$ cat config.mk
export PLATFORM = sky130hd
export DESIGN_NAME = delta_sigma_flat
export DESIGN_NICKNAME = d
export VERILOG_FILES = /design/src/rtl/delta_sigma_if.sv /design/src/rtl/delta_sigma.sv /design/src/flat_wrapper.sv
export SDC_FILE = /design/constraint.sdc
export NUM_CORES = 1
export LEC_CHECK = 0
export BUFFER_PORTS_ARGS = -buffer_cell sky130_fd_sc_hd__buf_2
export CORE_ASPECT_RATIO = 0.8
export CORE_MARGIN = 2
export CORE_UTILIZATION = 50
export DETAILED_ROUTE_END_ITERATION = 7
export PLACE_DENSITY = 0.76
export SKIP_LAST_GASP = 1
export SYNTH_ARGS = -nofsm -noshare
export SYNTH_HDL_FRONTEND = slang
export SYNTH_SLANG_ARGS = --single-unit
$ cat constraint.sdc
create_clock -name clk_i -period 7 [get_ports clk_i]
set_clock_uncertainty 0.15 [all_clocks]
set_input_delay 1.05 -clock clk_i [delete_from_list [all_inputs] [get_ports clk_i]]
set_output_delay 1.05 -clock clk_i [all_outputs]
set_load 0.005 [all_outputs]
$ cat src/rtl/delta_sigma_if.sv
// Sample/bitstream bundle for the first-order delta-sigma DAC.
// master drives the signed sample, slave returns the pulse-density stream.
interface delta_sigma_if #(
    parameter int BW = 14
);
    logic signed [BW-1:0] dac_i;
    logic                 dac_o;

    modport master (output dac_i, input  dac_o);
    modport slave  (input  dac_i, output dac_o);
endinterface

$ cat src/rtl/delta_sigma.sv
// First-order delta-sigma (pulse-density) DAC: the carry out of a BW-bit
// accumulator fed with the offset-binary sample is the registered output bit.
module delta_sigma #(
    parameter int BW = 14
) (
    input  logic         clk_i,
    input  logic         rst_i,
    delta_sigma_if.slave ds
);

    logic [BW-1:0] u_d;
    logic [BW-1:0] u_q;
    logic [BW-1:0] acc_d;
    logic [BW-1:0] acc_q;
    logic          dac_d;
    logic          dac_q;
    logic [BW:0]   sum;

    // Inverting the MSB maps two's complement onto offset binary.
    always_comb begin
        u_d   = {~ds.dac_i[BW-1], ds.dac_i[BW-2:0]};
        sum   = {1'b0, acc_q} + {1'b0, u_q};
        acc_d = sum[BW-1:0];
        dac_d = sum[BW];
    end

    always_ff @(posedge clk_i or negedge rst_i) begin
        if (!rst_i) begin
            u_q   <= '0;
            acc_q <= '0;
            dac_q <= 1'b0;
        end else begin
            u_q   <= u_d;
            acc_q <= acc_d;
            dac_q <= dac_d;
        end
    end

    assign ds.dac_o = dac_q;

endmodule

$ cat src/flat_wrapper.sv
// flat-port wrapper written by rule: the top's interface ports become plain ports
module delta_sigma_flat 
#(
    parameter int BW = 14
)
  (clk_i, rst_i, ds_dac_i, ds_dac_o);
  delta_sigma_if #(.BW(BW)) ds_i ();
  input  logic clk_i;
  input  logic rst_i;
  input wire logic [$bits(ds_i.dac_i)-1:0] ds_dac_i;
  output wire logic [$bits(ds_i.dac_o)-1:0] ds_dac_o;
  assign ds_i.dac_i = ds_dac_i;
  assign ds_dac_o = ds_i.dac_o;
  delta_sigma #(.BW(BW)) u_core (.clk_i(clk_i), .rst_i(rst_i), .ds(ds_i));
endmodule
==> flow_metrics.py <==
metrics = {
    "run_status": {
        "status": "finished, final reports clean",
    },
    "pwr": {
        "power_density_nw_per_um2": 450,
        "swShare": 0.379,
        "p_int_uw": 445,
        "power_frac_comb": 0.492,
        "power_leakage_nw": 0.742,
        "peakVddDrop_uv": 228,
        "power_uw": 717,
        "p_clk_frac": 0.176,
        "switchingPower_uw": 271,
        "pwr-share-seq": 0.332,
    },
    "worst_setup_path": {
        "critPathBufInv": 0,
        "critPathArrivalTime_ns": 2.57,
        "r2r_slack_ns": 4.50,
        "critPathCapture": "u_core.ds.dac_o",
        "r2r-start": "u_core.acc_q[0]",
        "worstReg2RegEnd": "u_core.ds.dac_o",
        "cp_slowest_stage_delay_ns": 0.51,
        "worstSetupPathType": "reg2reg",
        "crit_path_start": "u_core.acc_q[0]",
        "end_kind": "flop",
        "critPathMaxFanout": 4,
        "cp_cell_sequence": "ha_1 -> fa_1 -> a21oi_1 -> o22ai_1 -> o41ai_2 -> o21ai_1 -> a21o_1",
        "cp-start-kind": "flop",
        "cp_slowest_cell": "o41ai_2",
        "critPathTopFamily": "compound AO/OA/AOI/OAI gates",
        "r2r_cells": 7,
        "crit_required_ns": 7.07,
        "cp.depth": 7,
    },
    "logic_synthesis": {
        "yosysUniqueCellTypes": 30,
        "synth_seq_cells": 29,
        "synth_fa_ha_area_frac": 0.139,
        "synth_seq_area_share": 0.515,
        "synth_warnings": 0,
        "synthCells": 125,
        "synthesis.area_um2": 1410,
        "synth_edf_count": 0,
        "muxShareOfSynthArea": 0,
        "synth-simple-area-share": 0.122,
        "syn_nets": 156,
        "synthXorXnorAreaFrac": 0.0622,
        "synth_compound_area_frac": 0.139,
        "synth_top_family_by_area": "adder cells",
        "avgSynthCellArea_um2": 11.3,
        "synth-main-ff-cell": "dfrtp_1",
        "async_flop_share": 1.00,
    },
    "drt": {
        "drt_first_iter_violations": 32,
        "ant_nets": 0,
        "drc": 0,
        "wl_mm": 2.24,
        "avgRoutedWirePerCell_um": 12.1,
        "vias": 962,
        "first_pass_iters": 5,
        "viasPerCell": 5.23,
    },
    "layout": {
        "register_area_um2": 726,
        "antenna_cells": 0,
        "syn_to_final_growth_pct": 13.1,
        "multiInputGateArea_um2": 649,
        "postLayoutCellArea_um2": 1590,
        "layout-drive-gt1-share": 0.192,
        "nets": 177,
        "final_cell_mix": "dfrtp_1, buf_2, ha_1",
        "mostFrequentLayoutCell": "dfrtp_1",
        "instances_no_fill": 184,
        "fillers": 253,
    },
    "die": {
        "fp.dieH_um": 51.5,
        "rows": 17,
        "die_w_um": 63.3,
        "die-area_um2": 3260,
        "core-area_um2": 2720,
        "start_util": 0.517,
        "pin_count": 17,
    },
    "clock_tree": {
        "ctsRootBufferMaster": "clkbuf_4",
        "cts_hold_buf": 0,
        "cts_buffers": 5,
        "cts_tree": "done",
        "numClockSinks": 29,
        "clock_latency_ns": 0.32,
        "cts_resized": 0,
        "clock_path_buffers": 2,
        "h-tree-depth": 2,
        "post-cts-setup-buffer-count": 0,
        "clk_pin_slew_worst_paths_ns": 0.08,
    },
    "sta": {
        "post-route-period-util": 0.358,
        "rsz0062_at_grt": "false",
        "slew_headroom": 0.588,
        "finalSetupTns_ns": 0,
        "hold_slack_ns": 0.323,
        "period_minus_slack_ns": 2.50,
        "finalMaxSlewViolations": 0,
        "worst_slew_pin_slew_ns": 0.618,
        "finalSetupViolCount": 0,
        "max_freq_mhz": 399,
        "hold_viol": 0,
    },
    "global_route": {
        "grt_max_degree": 30,
        "grt_pass1_wl_mm": 3.95,
        "antenna_found_initial": 0,
        "grt_remaining_overflow": 0,
        "grtUsageTotal": 0.163,
        "first_global_vias": 921,
    },
    "flow_run": {
        "maxCapViolCount": 0,
    },
    "place": {
        "hpwl_mm": 1.67,
        "dp.cells": 177,
        "place_congestion": 0.853,
        "io_buffer_count": 16,
        "dpl_cell_area_um2": 1520,
    },
    "min_path": {
        "hold_class": "reg2reg",
    },
}
[power groups by stage]
stage | Clock [mW] | Combinational, mW | Sequential (mW)
floorplan | 0 | 0.288 | 0.238
global placement | 0 | 0.335 | 0.240
detailed placement | 0 | 0.347 | 0.242
CTS | 0.131 | 0.351 | 0.239
global route | 0.139 | 0.394 | 0.245
finish | 0.126 | 0.353 | 0.238
[cells by family (layout without fill, tap and decap cells)]
family                     after synthesis  after routing
and+or+nand+nor                         35             35
AOI/OAI and AO/OA                       29             29
DFF                                     29             29
adders and majority gates               15             15
xor gates and xnor gates                10             10
buffers and inverters                    7             28
[synthesized netlist by cell type, types with 2 or more instances]
| library cell | count | area [µm²] |
|---|---|---|
| a21oi_1 | 10 | 50.1 |
| a21o_1 | 3 | 22.5 |
| xor2_1 | 5 | 43.8 |
| nor3_1 | 3 | 15.0 |
| nand3_1 | 5 | 25.0 |
| ha_1 | 14 | 175 |
| dfrtp_1 | 29 | 726 |
| xnor2_1 | 5 | 43.8 |
| nor2_1 | 12 | 45.0 |
| nand2_1 | 9 | 33.8 |
| o21ai_0 | 5 | 25.0 |
| a211oi_1 | 2 | 15.0 |
| nor4b_1 | 2 | 17.5 |
| inv_1 | 5 | 18.8 |
[registers in the layout, indices dropped and copies added (netlist names)]
name and cells:
u_core.u_q 14, u_core.ds.dac_o 1, u_core.acc_q 14
[layout make-up]
type | count | area share
Inverter | 5 | 0.0118
Clock inverter | 2 | 0.0220
Timing Repair Buffer | 16 | 0.0502
Tap cell | 38 | 0.0298
Multi-Input combinational cell | 89 | 0.407
Clock buffer | 5 | 0.0235
Sequential cell | 29 | 0.455
[through the flow]
step	utilization	setup slack (ns)
3_5_place_dp	0.559	4.56
3_3_place_gp	0.559	4.64
2_1_floorplan	-	4.76
5_1_grt	0.585	4.41
4_1_cts	0.585	4.53
6_report	0.585	4.50
[how the worst min path moves through the flow]
| stage | depth (start not counted) | from | endpoint |
|---|---|---|---|
| floorplan | 1 | u_core.u_q[0] | u_core.acc_q[0] |
| global placement | 1 | u_core.u_q[0] | u_core.acc_q[0] |
| detailed placement | 1 | u_core.u_q[0] | u_core.acc_q[0] |
| CTS | 1 | u_core.u_q[0] | u_core.acc_q[0] |
| global route | 1 | u_core.u_q[0] | u_core.acc_q[0] |
| finish | 1 | u_core.u_q[0] | u_core.acc_q[0] |
[per-layer routing]
metal / GRT usage / vias up / wire length (µm)
li1: - / 482 / -
met1: 0.207 / 442 / 1050
met2: 0.239 / 30 / 985
met3: 0.0595 / 8 / 140
met4: 0.0942 / 0 / 55
met5: 0 / - / 0
Power figures use the tool's default switching activity.
